File: src/rtl/spi_master_ctrl.sv
// -----------------------------------------------------------------------------
// spi_master_ctrl
// Host-side SPI frame generator. Takes one 10-bit command per handshake and
// sends it as one SPI frame, one bit per clk. There is no separate SCK.
// For read-data commands (opcode 11) it waits RD_WAIT idle cycles, then
// collects an 8-bit reply from MISO, MSB first. The reply is returned on
// rsp_data with a one-cycle rsp_valid pulse.
//
// MOSI, SS_n, rsp_valid and rsp_data are registered. Their next values are
// decoded from the *next* state, so each registered output lines up with the
// state it belongs to in the same cycle.
// -----------------------------------------------------------------------------
module spi_master_ctrl #(
   parameter int unsigned RD_WAIT = 2
) (
   input  logic       clk,
   input  logic       rst_n,
   input  logic       cmd_valid,
   output logic       cmd_ready,
   input  logic [9:0] cmd_word,
   output logic       rsp_valid,
   output logic [7:0] rsp_data,
   output logic       busy,
   output logic       MOSI,
   output logic       SS_n,
   input  logic       MISO
);

   localparam logic [2:0] ST_IDLE  = 3'd0;
   localparam logic [2:0] ST_START = 3'd1;
   localparam logic [2:0] ST_SEL   = 3'd2;
   localparam logic [2:0] ST_SHIFT = 3'd3;
   localparam logic [2:0] ST_WAIT  = 3'd4;
   localparam logic [2:0] ST_RECV  = 3'd5;
   localparam logic [2:0] ST_END   = 3'd6;

   // Value of the counter on the last WAIT cycle. The WAIT state is never
   // entered when RD_WAIT is 0, so the value used in that case does not matter.
   localparam logic [3:0] WAIT_LAST = (RD_WAIT == 0) ? 4'd0 : 4'(RD_WAIT - 1);

   logic [2:0] state_q, state_d;
   logic [3:0] cnt_q, cnt_d;            // bit / wait / reply-bit counter
   logic [9:0] sh_q, sh_d;              // outgoing command, MSB at [9]
   logic       rd_q, rd_d;              // current frame is read-data
   logic [7:0] rx_q, rx_d;              // reply being assembled
   logic       mosi_q, mosi_d;
   logic       ss_n_q, ss_n_d;
   logic       rsp_valid_q, rsp_valid_d;
   logic [7:0] rsp_data_q, rsp_data_d;

   // Next-state logic and the next values of the registered outputs
   always_comb begin
      // NOTE: every signal gets a default first, so no branch can leave one
      // unassigned. An unassigned branch would infer a latch.
      state_d     = state_q;
      cnt_d       = cnt_q;
      sh_d        = sh_q;
      rd_d        = rd_q;
      rx_d        = rx_q;
      rsp_valid_d = 1'b0;
      rsp_data_d  = rsp_data_q;

      case (state_q)
         ST_IDLE: begin
            if (cmd_valid) begin
               sh_d    = cmd_word;
               rd_d    = (cmd_word[9:8] == 2'b11);
               state_d = ST_START;
            end
         end
         ST_START: state_d = ST_SEL;
         ST_SEL: begin
            // The selector bit (cmd_word[9]) goes out next. After that the
            // register shifts so the command itself follows it, MSB first.
            sh_d    = {sh_q[8:0], 1'b0};
            cnt_d   = 4'd0;
            state_d = ST_SHIFT;
         end
         ST_SHIFT: begin
            sh_d = {sh_q[8:0], 1'b0};
            if (cnt_q == 4'd9) begin
               cnt_d = 4'd0;
               if (!rd_q)             state_d = ST_END;
               else if (RD_WAIT == 0) state_d = ST_RECV;
               else                   state_d = ST_WAIT;
            end else begin
               cnt_d = cnt_q + 4'd1;
            end
         end
         ST_WAIT: begin
            if (cnt_q == WAIT_LAST) begin
               cnt_d   = 4'd0;
               state_d = ST_RECV;
            end else begin
               cnt_d = cnt_q + 4'd1;
            end
         end
         ST_RECV: begin
            rx_d = {rx_q[6:0], MISO};
            if (cnt_q == 4'd7) begin
               rsp_data_d  = {rx_q[6:0], MISO};
               rsp_valid_d = 1'b1;
               state_d     = ST_END;
            end else begin
               cnt_d = cnt_q + 4'd1;
            end
         end
         ST_END:  state_d = ST_IDLE;
         default: state_d = ST_IDLE;
      endcase

      ss_n_d = (state_d == ST_IDLE) || (state_d == ST_END);
      mosi_d = ((state_d == ST_SEL) || (state_d == ST_SHIFT)) ? sh_q[9] : 1'b0;
   end

   // State and output registers with synchronous active-low reset
   always_ff @(posedge clk) begin
      // NOTE: sequential state uses non-blocking assignments only, so every
      // register samples values from before this clock edge.
      if (!rst_n) begin
         state_q     <= ST_IDLE;
         cnt_q       <= 4'd0;
         sh_q        <= 10'd0;
         rd_q        <= 1'b0;
         rx_q        <= 8'd0;
         mosi_q      <= 1'b0;
         ss_n_q      <= 1'b1;
         rsp_valid_q <= 1'b0;
         rsp_data_q  <= 8'h00;
      end else begin
         state_q     <= state_d;
         cnt_q       <= cnt_d;
         sh_q        <= sh_d;
         rd_q        <= rd_d;
         rx_q        <= rx_d;
         mosi_q      <= mosi_d;
         ss_n_q      <= ss_n_d;
         rsp_valid_q <= rsp_valid_d;
         rsp_data_q  <= rsp_data_d;
      end
   end

   assign cmd_ready = (state_q == ST_IDLE);
   assign busy      = (state_q != ST_IDLE);
   assign MOSI      = mosi_q;
   assign SS_n      = ss_n_q;
   assign rsp_valid = rsp_valid_q;
   assign rsp_data  = rsp_data_q;

endmodule

File: config.mk
export PLATFORM = sky130hd
export DESIGN_NAME = spi_master_ctrl
export DESIGN_NICKNAME = d
export VERILOG_FILES = /design/src/rtl/spi_master_ctrl.sv
export SDC_FILE = /design/constraint.sdc
export NUM_CORES = 1
export LEC_CHECK = 0
export BUFFER_PORTS_ARGS = -buffer_cell sky130_fd_sc_hd__buf_2
export CORE_MARGIN = 2
export CORE_UTILIZATION = 38
export DETAILED_ROUTE_END_ITERATION = 10
export PLACE_DENSITY = 0.58
export SETUP_SLACK_MARGIN = 0.02
export SLEW_MARGIN = 25
export SYNTH_ARGS = -nofsm -noshare
export SYNTH_HDL_FRONTEND = slang
export SYNTH_SLANG_ARGS = --single-unit
File: constraint.sdc
create_clock -name clk -period 1.8 [get_ports clk]
set_input_delay 0.36 -clock clk [delete_from_list [all_inputs] [get_ports clk]]
set_output_delay 0.36 -clock clk [all_outputs]
set_load 0.05 [all_outputs]
After elaboration in Yosys (flattened, before gate mapping)
Cells that the tools add are included.
Widths: inputs -> output; s select.

storage, ports and cells
  output and inout bits = 13
  bits in registers = 36
  word-level logic and storage cells = 51

cells by class
  equal/unequal tests = 14
  reductions and logical operators = 14
  mux-type cells = 13
  add/subtract/negate cells = 1

operators with widths
  operator             number
  $pmux 10 s2          1
  $pmux 3 s6           1
  $pmux 4 s4           1
  $eq 3x2->1 const B   4
  $mux 3               4
  $mux 4               3
  $reduce_and 2->1     6
  $mux 10              1
  $eq 3x3->1 const B   3
  $logic_not 3->1      2
  $add 4x1->4 const B  1
  $eq 4x1->1 const B   1
  $eq 4x3->1 const B   1
  $eq 4x4->1 const B   1
  $ne 2x2->1 const B   2
  $reduce_bool 4->1    1
  $eq 3x1->1 const B   1
  $reduce_bool 3->1    1
  $eq 2x2->1 const B   1
  $logic_or 1x1->1     2
  $mux 2               1
  $reduce_bool 2->1    1
  $reduce_or 2->1      1
  $mux 1               1

Logic depth before layout (Yosys ltp)
Gate-level depths: netlist of run 1.

  depth in word-level cells = 6
  mapped depth = 8
  depth with buffers taken out = 6

Worst setup path before layout of run 1
OpenSTA, ideal clock, no wires.

  kind = register to register
  start = register state_q[0]
  end = register sh_q[9]
  library setup time = 0.116 ns
  buffers on the path = 2
  required time = 1.684 ns
  slack = 0.053 ns
  arrival = 1.630 ns
  cell stages (with the launch flop) = 8
  cell sequence = dfxtp_1 buf_2 nor2_2 nand2_4 inv_4 mux2_4 buf_6 o211a_1

between the ends
  elaborated cells on any way between the ends = 8

RTL lines
  what                                                       RTL line  source
  from (decl)                                                41        logic [2:0] state_q, state_d;
  from (signal assigned)                                     131       state_q <= state_d;
  $logic_not 3->1 (*)                                        --
  via cmd_ready                                              19        output logic cmd_ready,
  $ne 2x2->1 (no line) or $reduce_bool 2->1 (tied branches)  --
  $reduce_and 2->1 (no line)                                 --
  to (signal assigned)                                       123       sh_q <= 10'd0;
  to (signal assigned)                                       133       sh_q <= sh_d;
  to (decl)                                                  43        logic [9:0] sh_q, sh_d;

The timed path passes the listed nets; every way through them passes the cells marked *.
A chain may end at the register's enable or synchronous reset.

Final worst setup path of run 1
  start = register state_q[0]
  end = output port cmd_ready

between the ends
  longest elaborated chain between the ends = 1

ends and longest elaborated chain
  what             RTL line  source
  $logic_not 3->1  143       assign cmd_ready = (state_q == ST_IDLE);
  to (decl)        19

No other way between the ends.

==> results of run 1 <==
## metrics by stage
stage / setup slack (ns) / cells / cell area [µm²]
floorplan: 0.0534 / 193 / 1700
global placement: 0.0816 / 269 / 1900
detailed placement: 0.0307 / 269 / 1900
CTS: 0.0747 / 277 / 2020
global route: 0.0692 / 277 / 2030
finish: 0.112 / 277 / 2030
## Yosys cell counts, drive strengths merged (2+ instances only)
master / number
mux2i: 9
dfxtp: 36
a31oi: 3
clkbuf: 4
o32a: 2
nand2: 40
nand3b: 2
ha: 5
buf: 6
a21oi: 22
a211oi: 10
and3b: 3
nor2: 14
o211ai: 5
inv: 9
nor2b: 3
nor3b: 2
o21ai: 3
## critical path: stages, from the launching register on
cell and delay (ns):
sky130_fd_sc_hd__dfxtp_1 0.40, sky130_fd_sc_hd__nor2_2 0.23, sky130_fd_sc_hd__nand2_4 0.09, sky130_fd_sc_hd__inv_4 0.07, sky130_fd_sc_hd__buf_2 0.25
## placed cells by master (no fill, tap or decap), drive strengths merged, types with 5 or more instances in the layout
master / instances
dfxtp: 36
nand2: 40
a21oi: 22
o211ai: 5
a211oi: 10
nor2: 14
buf: 34
mux2i: 9
clkbuf: 5
inv: 9
ha: 5
## layout make-up
class	instances	area (µm²)
tap	52	65.1
clock inverter	3	42.5
sequential	36	722
inverter	9	36.3
fill	451	2300
clock buffer	5	68.8
multi-input combinational	138	903
timing repair buffer	34	190
## registers in the layout (all words and copies together) (netlist names), 3 cells and up
signal,count
cnt_q,4
rsp_data,8
rx_q,7
sh_q,10
state_q,3
## where the power goes
part           leakage, nW  switching, mW  internal (mW)
clock               0.0541          0.293          0.410
sequential           0.293         0.0300          0.837
combinational        0.449          0.174          0.106
## repair_timing
| item | in CTS | in global routing |
|---|---|---|
| setup buffers | 0 | 0 |
| endpoints found under the setup margin | 1 | 4 |
| gates resized for setup | 1 | 2 |
| cloned | 0 | 0 |
| hold buffers | 0 | 0 |
| hold endpoints to repair | 0 | 0 |
| pin swaps | 0 | 0 |
## cells by family (layout without fill, tap and decap cells)
group	Yosys count	count (layout)
fa+ha+maj	5	5
flops	36	36
buf+inv	19	51
compound gates	51	51
mux	10	10
simple gates	71	71
xor+xnor	1	1
## path summary, 6_finish.rpt
check / startpoint / endpoint / slack (ns)
max: state_q[0]$_SDFF_PN0_ / cmd_ready / 0.11
min: MISO / rx_q[0]$_SDFFE_PN0N_ / 0.32
max reg2reg: cnt_q[1]$_SDFFE_PN0P_ / SS_n$_SDFF_PN1_ / 0.20
min reg2reg: rsp_data[7]$_SDFFE_PN0P_ / rsp_data[7]$_SDFFE_PN0P_ / 0.45
## metal layers
layer  vias up  wire [µm]  track usage, %
met5         -          0               0
met4         0         66            6.92
met3         7        146            3.99
met2        25       1500            22.2
met1       645       1680            19.7
li1        741          -               -
==> Flow_metrics.wiki, run 1 <==
{| class="wikitable"
! Metric !! Value
|-
| Status || finished clean
|-
| Num CTS Buffers || 5
|-
| Global-route usage over all layers || between 10 and 15%
|-
| Max H-tree Level || 2
|-
| DRT Pass-1 Iters || 4
|-
| Number of antenna cells inserted || 0
|-
| CP Launch Type || register
|-
| Flip-flop cell with the highest count after synthesis || sky130_fd_sc_hd__dfxtp_1
|-
| Final-report hold violation count || 0
|-
| Maximum fanout along the worst path || 8
|-
| Cell area after technology mapping || approximately 1700 µm²
|-
| Cell count of the worst reg-to-reg path || 6
|-
| Routed Wire Length || roughly 3.4 mm
|-
| CTS tree || yes
|-
| Ratio of cells with drive above 1 in the final layout || a little over a quarter
|-
| Total of max-cap violations || 0
|-
| Fraction of the yosys area taken by sequential cells || 42.4%
|-
| Count of boundary I/O pins || 27
|-
| GRT Residual Overflow || 0
|-
| Global placement routability congestion || roughly 0.76
|-
| Worst hold stages || 3
|-
| Chip width || between 70 and 80 µm
|-
| Path class of the lowest-slack min-delay path || in2reg
|-
| Most area-hungry cell type in the Yosys netlist || sky130_fd_sc_hd__dfxtp_1
|-
| Final setup fails || 0
|-
| Share of synthesized area spent on multiplexers || 6.18%
|-
| Fraction of synthesis flops using an asynchronous set or reset pin || 0%
|-
| Per-cell routed wire length || approximately 12 µm
|-
| Achievable clock frequency || approximately 0.59 GHz
|-
| DRC violations left || 0
|-
| Post-synthesis compound-gate area fraction || 21.9%
|-
| Ratio of final minimum period to clock period || 93.8%
|-
| Area growth from synthesis to final layout || 19.3%
|-
| Number of clock sinks || 36
|-
| Total of warnings raised by yosys || 0
|-
| Die Span Y || just over 70 µm
|-
| Element type at the critical path end || output port
|-
| Total power consumption of the routed design || between 1.5 and 2 mW
|-
| Dominant combinational cell family by area after synthesis || compound AO/OA/AOI/OAI gates
|-
| Adder-cell share of the synthesized area || under 10%
|-
| Tightest hold margin || 0.322 ns
|-
| Worst IR Drop VDD || about 0.00042 V
|-
| Antenna violations before repair || 0
|-
| Global-route wire length before repair || 5.92 mm
|-
| Total Die Area || 5030 µm²
|-
| Synthesized area per cell || around 8.8 µm²
|-
| Vias || about 1400
|-
| Worst-path clk slew || 0.07 ns
|-
| Post-route core utilization || between 40% and 50%
|-
| FF+latch count, synth || 36
|-
| Clock insertion delay at the later pin of the skew report || around 0.28 ns
|-
| Cell Rows || 24
|-
| Worst Clk Skew || roughly 0.0025 ns
|-
| CP required || between 1 and 1.5 ns
|-
| Net Count, Synth || approximately 210
|-
| Synth top area cells || sky130_fd_sc_hd__dfxtp_1, sky130_fd_sc_hd__nand2_1, sky130_fd_sc_hd__a21oi_1, sky130_fd_sc_hd__a211oi_2, sky130_fd_sc_hd__mux2i_1
|-
| Number of antenna-violating nets in the routed design || 0
|-
| Half-perimeter wire length of the detailed placement result || around 2.4 mm
|-
| Xor/xnor share of the synthesized area || less than 1%
|-
| Root buffer selected by CTS || sky130_fd_sc_hd__clkbuf_8
|-
| Setup TNS || 0 ns
|-
| Number of different library cells in the post-synthesis netlist || 41
|-
| Synth top area share || 42.4%
|-
| Vias per std cell || between 5 and 6
|-
| Synthesized-area fraction occupied by and/or/nand/nor cells || about a fifth
|-
| Detailed Route Iter0 Violations || between 80 and 90
|-
| Post-synth EDFFs || 0
|-
| Power per Cell Area || about 910 nW/µm²
|-
| Final Slew Violations || 0
|-
| Relative slew slack || between 70% and 80%
|-
| Unrepaired setup endpoints after global routing || false
|-
| Period minus WS final || around 1.7 ns
|-
| Largest net degree at the start of global routing || 31
|-
| Area of the core region || roughly 4300 µm²
|-
| Count of input and output buffers || 26
|-
| Worst Setup Path Type || reg2out
|-
| Transition time at the pin with the least slew margin || a little over 0.4 ns
|-
| Standby leakage power || approximately 0.80 nW
|-
| Maximum buffer depth of the clock tree || 2
|-
| Via count of the first global-routing pass || 1324
|-
| Arrival @ worst endpoint || 1.33 ns
|-
| Starting Density || 39.3%
|-
| Final nets || around 240
|-
| Number of instances in the synthesized netlist || 193
|}
No activity file was read; power rests on OpenSTA's default activity.
==> inputs of run 2 (changes only) <==
Settings changed: SETUP_SLACK_MARGIN 0.02 to 0.5.
==> run 2 against run 1 <==
  * Sequential power rose by 0.6%
  * Largest power group unchanged
  * Power rose by 4.9%
  * Fmax rose by 13%
==> Flow_metrics.wiki, run 2 (synthesis gave the netlist of run 1 again) <==
{| class="wikitable"
! Metric !! Value
|-
| DRC violations left || 0 (unchanged)
|-
| Leading cell types in the layout, fill and taps excluded || sky130_fd_sc_hd__nand2_1, sky130_fd_sc_hd__dfxtp_1, sky130_fd_sc_hd__buf_2 (unchanged)
|-
| Worst IR Drop VDD || 0.000361 V (was 0.000424 V)
|-
| Chip width || 70.9 µm (unchanged)
|-
| Number of clock sinks || 36 (unchanged)
|-
| Ratio of final minimum period to clock period || 82.8% (was 93.8%)
|-
| Final nets || 259 (was 243)
|-
| Standby leakage power || 0.933 nW (was 0.797 nW)
|-
| R2R Setup Slk || 0.31 ns (was 0.20 ns)
|-
| Post-route core utilization || 56.2% (was 46.9%)
|-
| Final Slew Violations || 0 (unchanged)
|-
| Worst Setup Path Type || reg2reg (was reg2out)
|-
| Die Span Y || 70.9 µm (unchanged)
|-
| CTS tree || yes (unchanged)
|-
| CP required || 2.02 ns (was 1.44 ns)
|-
| Vias per std cell || 5.30 (was 5.12)
|-
| Arrival @ worst endpoint || 1.71 ns (was 1.33 ns)
|-
| Power per Cell Area || 798 nW/µm² (was 911 nW/µm²)
|-
| Clock insertion delay at the later pin of the skew report || 0.29 ns (was 0.28 ns)
|-
| Root buffer selected by CTS || sky130_fd_sc_hd__clkbuf_8 (unchanged)
|-
| Num CTS Buffers || 5 (unchanged)
|-
| Achievable clock frequency || 0.671 GHz (was 0.593 GHz)
|-
| Global-route wire length before repair || 6.69 mm (was 5.92 mm)
|-
| Relative slew slack || 74.7% (was 72.6%)
|-
| Maximum fanout along the worst path || 5 (was 8)
|-
| Final setup fails || 0 (unchanged)
|-
| Status || finished clean (unchanged)
|-
| CP Launch Type || register (unchanged)
|-
| Worst-path clk slew || 0.08 ns (was 0.07 ns)
|-
| Routed Wire Length || 4.06 mm (was 3.40 mm)
|-
| Count of fill cells added during filler insertion || 406 (was 451)
|-
| Register with the highest flop count || sh_q (unchanged)
|-
| Path class of the lowest-slack min-delay path || in2reg (unchanged)
|-
| Count of input and output buffers || 26 (unchanged)
|-
| Worst Clk Skew || 0.00652 ns (was 0.00251 ns)
|-
| Setup TNS || 0 ns (unchanged)
|-
| Starting Density || 39.3% (unchanged)
|-
| Number of antenna-violating nets in the routed design || 0 (unchanged)
|-
| Final-report hold violation count || 0 (unchanged)
|-
| Largest net degree at the start of global routing || 31 (unchanged)
|-
| Transition time at the pin with the least slew margin || 0.379 ns (was 0.410 ns)
|-
| Ratio of cells with drive above 1 in the final layout || 43.6% (was 27.1%)
|-
| Total Die Area || 5030 µm² (unchanged)
|-
| Total of max-cap violations || 0 (unchanged)
|-
| Sequential Power Share || 45.0% (was 46.9%)
|-
| Max FFs per register || 10 (unchanged)
|-
| Internal || 1.37 mW (was 1.35 mW)
|-
| Proportion of power drawn by the clock network || 31.1% (was 38.0%)
|-
| Switching power || 569 µW (was 496 µW)
|-
| Half-perimeter wire length of the detailed placement result || 2.42 mm (was 2.38 mm)
|-
| Global-route usage over all layers || 16.6% (was 14.8%)
|-
| Cell Rows || 24 (unchanged)
|-
| Area of the core region || 4320 µm² (unchanged)
|-
| Sw Share || 29.3% (was 26.8%)
|-
| Tightest hold margin || 0.319 ns (was 0.322 ns)
|-
| Max H-tree Level || 2 (unchanged)
|-
| Count of boundary I/O pins || 27 (unchanged)
|-
| Detailed Route Iter0 Violations || 45 (was 88)
|-
| Per-cell routed wire length || 13.9 µm (was 12.3 µm)
|-
| Via count of the first global-routing pass || 1450 (was 1324)
|-
| Maximum buffer depth of the clock tree || 2 (unchanged)
|-
| Commonest non-fill, non-tap cell in the layout || sky130_fd_sc_hd__nand2_1 (unchanged)
|-
| Element type at the critical path end || register (was output port)
|-
| Area taken by flip-flops and latches || 738 µm² (was 722 µm²)
|-
| Period minus WS final || 1.49 ns (was 1.69 ns)
|-
| Unrepaired setup endpoints after global routing || true (was false)
|-
| Antenna violations before repair || 0 (unchanged)
|-
| Global placement routability congestion || 0.773 (was 0.758)
|-
| Area growth from synthesis to final layout || 43.0% (was 19.3%)
|-
| DRT Pass-1 Iters || 4 (unchanged)
|-
| Vias || 1553 (was 1418)
|-
| GRT Residual Overflow || 0 (unchanged)
|-
| Multi-input gate area || 1120 µm² (was 903 µm²)
|-
| Number of antenna cells inserted || 0 (unchanged)
|-
| Combinational group share of total power || 23.9% (was 15.1%)
|}
[run 2: cell count changes in the layout (fill, tap and decap cells not counted), moves of 3 or more]
cell                      previous run  this run
sky130_fd_sc_hd__and3b_1             3         0
sky130_fd_sc_hd__and3b_2             0         3
sky130_fd_sc_hd__buf_4               8        16
sky130_fd_sc_hd__buf_6               0         3
sky130_fd_sc_hd__dfxtp_1            35        30
sky130_fd_sc_hd__dfxtp_4             0         4
sky130_fd_sc_hd__ha_1                5         1
sky130_fd_sc_hd__mux2_4              1         4
sky130_fd_sc_hd__nor2_1             13         3
sky130_fd_sc_hd__nor2_4              0         8
[run 2: path summary, 6_finish.rpt]
| kind | startpoint | to | cells after the start |
|---|---|---|---|
| setup / recovery | state_q[0]$_SDFF_PN0_ | sh_q[0]$_SDFFE_PN0P_ | 7 |
| hold / removal | MISO | rsp_data[0]$_SDFFE_PN0P_ | 3 |
| setup reg to reg | state_q[0]$_SDFF_PN0_ | sh_q[0]$_SDFFE_PN0P_ | 7 |
| hold reg to reg | rx_q[6]$_SDFFE_PN0N_ | rsp_data[7]$_SDFFE_PN0P_ | 2 |
[run 2: final cells by class]
| class | count | share of cell area (%) |
|---|---|---|
| clock inverter | 1 | 0.309 |
| inverter | 9 | 2.11 |
| clock buffer | 7 | 3.55 |
| sequential | 36 | 30.4 |
| timing repair buffer | 47 | 14.9 |
| tap | 52 | 2.68 |
| multi-input combinational | 141 | 46.1 |
[run 2: power by group through the flow]
stage	Combinational, mW	Clock (mW)	Sequential (mW)
after floorplan	0.237	0	0.891
after global placement	0.292	0	0.885
after detailed placement	0.292	0	0.885
after CTS	0.433	0.627	0.864
after global routing	0.495	0.672	0.877
final	0.464	0.604	0.872
[run 2: through the flow]
step	cell area [µm²]	instances	power, mW	worst slack, ns
final	2430	293	1.94	0.310
after global routing	2430	293	2.04	0.249
after CTS	2320	289	1.92	0.328
after detailed placement	1950	268	1.18	0.162
after global placement	1950	268	1.18	0.186
after floorplan	1770	193	1.13	0.197
[run 2: what timing repair did]
action	4_1_cts	5_1_grt
setup buffers	9	4
endpoints found under the setup margin	37	35
pin swaps	10	7
cloned	4	0
gates resized for setup	35	21
hold buffers	0	0
[run 2: layer usage]
layer  wire length (µm)  global-route usage [%]  vias up
met5                  0                       0        -
met4                 56                    5.87        0
met3                180                    4.56        6
met2               2030                    26.1       32
met1               1800                    22.0      734
li1                   -                       -      781
[run 2: critical path: stages (launching register included)]
cell and delay, ns:
sky130_fd_sc_hd__dfxtp_4 0.36, sky130_fd_sc_hd__nor2_4 0.17, sky130_fd_sc_hd__nand2_8 0.09, sky130_fd_sc_hd__inv_12 0.06
sky130_fd_sc_hd__buf_12 0.10, sky130_fd_sc_hd__mux2_4 0.36, sky130_fd_sc_hd__o32a_1 0.17, sky130_fd_sc_hd__nor2_1 0.10
==> inputs of run 3 (changes only) <==
Clock period 1.8 ns to 1.4 ns, I/O delays scaled along.
==> run 3 against run 2 <==
  * The flow now finishes with violations (negative setup slack)
  * Via count up 7.0%
  * Cell area up 20%
  * Core utilization up 11 points
  * Worst hold slack worse by 0.085 ns
  * Setup slack worse by 0.37 ns
  * Clock power up 30%
  * First-iteration DRC count down 20%
  * Power up 28%
  * Die area unchanged
  * Count of clock-buffer cells in the layout unchanged
  * Clock skew about the same
  * Largest power group unchanged
==> Flow_metrics.wiki, run 3 (synthesis gave the netlist of run 1 again) <==
{| class="wikitable"
! Metric !! Value
|-
| Critical path's largest stage delay || 0.37 ns (was 0.36 ns)
|-
| Vias per std cell || 5.24 (was 5.30)
|-
| Final Slew Violations || 0 (unchanged)
|-
| Per-cell routed wire length || 14.6 µm (was 13.9 µm)
|-
| Area of the core region || 4320 µm² (unchanged)
|-
| Period minus WS final || about 1.5 ns
|-
| Cell count of the worst reg-to-reg path || 7 (unchanged)
|-
| Chip width || 70.9 µm (unchanged)
|-
| Buffering stage count on the worst path with inverters included || 3 (was 2)
|-
| Vias || 1661 (was 1553)
|-
| Max FFs per register || 10 (unchanged)
|-
| Number of clock sinks || 36 (unchanged)
|-
| Max H-tree Level || 2 (unchanged)
|-
| Via count of the first global-routing pass || 1575 (was 1450)
|-
| Arrival @ worst endpoint || 1.18 ns (was 1.71 ns)
|-
| Routed Wire Length || 4.63 mm (was 4.06 mm)
|-
| R2R Setup Slk || -0.05 ns (was 0.31 ns)
|-
| Violated checks || negative setup slack
|-
| Worst Setup Path Type || reg2out (was reg2reg)
|-
| Count of input and output buffers || 26 (unchanged)
|-
| Total of max-cap violations || 0 (unchanged)
|-
| Hold Path End || rsp_data[0]$_SDFFE_PN0P_ (unchanged)
|-
| Worst hold stages || 3 (unchanged)
|-
| Worst-path clk slew || 0.07 ns (was 0.08 ns)
|-
| Cell-by-cell listing of the critical path || nor2_4 > nand2_8 > inv_12 > buf_6 > buf_8 (was nor2_4 > nand2_8 > inv_12 > buf_12 > mux2_4 > o32a_1 > nor2_1)
|-
| Final-report hold violation count || 0 (unchanged)
|-
| Post-route core utilization || 67.4% (was 56.2%)
|-
| Cell count after placement || 293 (was 268)
|-
| DRT Pass-1 Iters || 4 (unchanged)
|-
| Worst Clk Skew || 0.00634 ns (was 0.00652 ns)
|-
| Maximum buffer depth of the clock tree || 2 (unchanged)
|-
| Element type at the critical path end || output port (was register)
|-
| Area taken by flip-flops and latches || 753 µm² (was 738 µm²)
|-
| Cell Rows || 24 (unchanged)
|-
| GRT Residual Overflow || 0 (unchanged)
|-
| Die Span Y || 70.9 µm (unchanged)
|-
| Worst IR Drop VDD || 0.000473 V (was 0.000361 V)
|-
| DRC violations left || 0 (unchanged)
|-
| Maximum fanout along the worst path || 5 (unchanged)
|-
| Register with the highest flop count || sh_q (unchanged)
|-
| Detailed Route Iter0 Violations || 36 (was 45)
|-
| Final nets || 283 (was 259)
|-
| Number of antenna-violating nets in the routed design || 0 (unchanged)
|-
| Cts hold-fix bufs || 0 (unchanged)
|-
| Starting Density || 39.3% (unchanged)
|-
| Total Die Area || 5030 µm² (unchanged)
|-
| Total power consumption of the routed design || 2.48 mW (was 1.94 mW)
|-
| Commonest non-fill, non-tap cell in the layout || sky130_fd_sc_hd__buf_4 (was sky130_fd_sc_hd__nand2_1)
|-
| Transition time at the pin with the least slew margin || 0.363 ns (was 0.379 ns)
|-
| CP Launch Type || register (unchanged)
|-
| Unrepaired setup endpoints after global routing || true (unchanged)
|-
| CTS tree || yes (unchanged)
|-
| Count of boundary I/O pins || 27 (unchanged)
|-
| Largest net degree at the start of global routing || 31 (unchanged)
|-
| Count of fill cells added during filler insertion || 314 (was 406)
|-
| Clock insertion delay at the later pin of the skew report || 0.29 ns (about the same)
|-
| Num CTS Buffers || 5 (unchanged)
|-
| Global placement routability congestion || 0.838 (was 0.773)
|-
| Half-perimeter wire length of the detailed placement result || 2.67 mm (was 2.42 mm)
|-
| Startpoint of the most critical hold path || MISO (unchanged)
|-
| GR Layer Usage met2 || 28.7% (was 26.1%)
|-
| Layer carrying the most global-route usage || met2 (unchanged)
|-
| Global-route usage over all layers || 18.1% (was 16.6%)
|-
| Root buffer selected by CTS || sky130_fd_sc_hd__clkbuf_8 (unchanged)
|-
| Endpoint of the most critical register-to-register path || cnt_q[3]$_SDFFE_PN0P_ (was sh_q[0]$_SDFFE_PN0P_)
|-
| Multi-input gate area || 1250 µm² (was 1120 µm²)
|-
| Launch point of the worst reg-to-reg path || cnt_q[0]$_SDFFE_PN0P_ (was state_q[0]$_SDFF_PN0_)
|-
| Ratio of cells with drive above 1 in the final layout || 64.9% (was 43.6%)
|-
| Dpl ws || -0.0828 ns (was 0.162 ns)
|-
| Final setup fails || 7 (was 0)
|-
| Slowest CP cell || sky130_fd_sc_hd__dfxtp_4 (unchanged)
|-
| CP required || 1.12 ns (was 2.02 ns)
|-
| Delay-heaviest family, CP || flip-flops (unchanged)
|-
| Final worst slack || -0.0627 ns (was 0.310 ns)
|-
| Number of antenna cells inserted || 0 (unchanged)
|-
| Antenna violations before repair || 0 (unchanged)
|-
| Status || finished with violations (was finished clean)
|-
| Power per Cell Area || 852 nW/µm² (was 798 nW/µm²)
|-
| Global-route wire length before repair || 7.26 mm (was 6.69 mm)
|-
| Fraction of met1 tracks used by global routing || 22.9% (was 22.0%)
|-
| Setup TNS || -0.252 ns (was 0 ns)
|-
| Relative slew slack || 75.6% (was 74.7%)
|-
| Final std cells w/o fill || 317 (was 293)
|-
| Achievable clock frequency || roughly 0.68 GHz
|-
| Standby leakage power || 1.18 nW (was 0.933 nW)
|-
| Area growth from synthesis to final layout || 71.4% (was 43.0%)
|-
| Met3 Resource Use GR || 5.27% (was 4.56%)
|-
| Path class of the lowest-slack min-delay path || in2reg (unchanged)
|-
| Leading cell types in the layout, fill and taps excluded || sky130_fd_sc_hd__buf_4, sky130_fd_sc_hd__dfxtp_1, sky130_fd_sc_hd__nand2_1 (was sky130_fd_sc_hd__nand2_1, sky130_fd_sc_hd__dfxtp_1, sky130_fd_sc_hd__buf_2)
|-
| Ratio of final minimum period to clock period || 104%
|}
## run 3: cell type report
type / instances / share of cell area (%)
multi-input cells: 140 / 42.9
flip-flops and latches: 36 / 25.8
repair buffers: 72 / 24.1
clock buffers: 7 / 2.96
well taps: 52 / 2.23
inverters: 9 / 1.67
clock inverters: 1 / 0.258
## run 3: how the worst max path moves through the flow
| stage | startpoint | slack, ns | depth (start not counted) | endpoint |
|---|---|---|---|---|
| 2_1_floorplan | state_q[0]$_SDFF_PN0_ | -0.20 | 7 | sh_q[9]$_SDFFE_PN0P_ |
| 3_3_place_gp | cnt_q[1]$_SDFFE_PN0P_ | -0.05 | 6 | cnt_q[3]$_SDFFE_PN0P_ |
| 3_5_place_dp | cnt_q[1]$_SDFFE_PN0P_ | -0.08 | 6 | cnt_q[3]$_SDFFE_PN0P_ |
| 4_1_cts | state_q[1]$_SDFF_PN0_ | -0.06 | 5 | cmd_ready |
| 5_1_grt | cnt_q[0]$_SDFFE_PN0P_ | -0.11 | 6 | SS_n$_SDFF_PN1_ |
| 6_report | state_q[1]$_SDFF_PN0_ | -0.06 | 5 | cmd_ready |
## run 3: stage by stage
step	area, µm²	hold slack [ns]
floorplan	1790	0.413
global placement	2160	0.442
detailed placement	2160	0.446
CTS	2690	0.231
global route	2910	0.235
finish	2910	0.234
## run 3: layer usage
layer	part of all wire, %	vias to the layer above	wire, µm
li1	-	828	-
met1	44	802	2020
met2	52	25	2390
met3	3.3	6	153
met4	1.4	0	63
met5	0	-	0
## run 3: power breakdown
| part | internal [mW] | switching [mW] | leakage [nW] | total, mW |
|---|---|---|---|---|
| registers | 1.07 | 0.0396 | 0.302 | 1.11 |
| logic | 0.289 | 0.302 | 0.838 | 0.591 |
| clock network | 0.400 | 0.383 | 0.0445 | 0.783 |
## run 3: worst min-delay path: cells and delay by family
kind,cells,cell delay (ns)
compound gates,1,0.05
buf+inv,1,0.10
simple gates,1,0.05
## run 3: timing repair
item | in CTS | in global routing
cloned | 1 | 2
buffers inserted | 9 | 4
gates resized for setup | 104 | 39
pin swaps | 36 | 5
setup endpoints to repair | 49 | 49
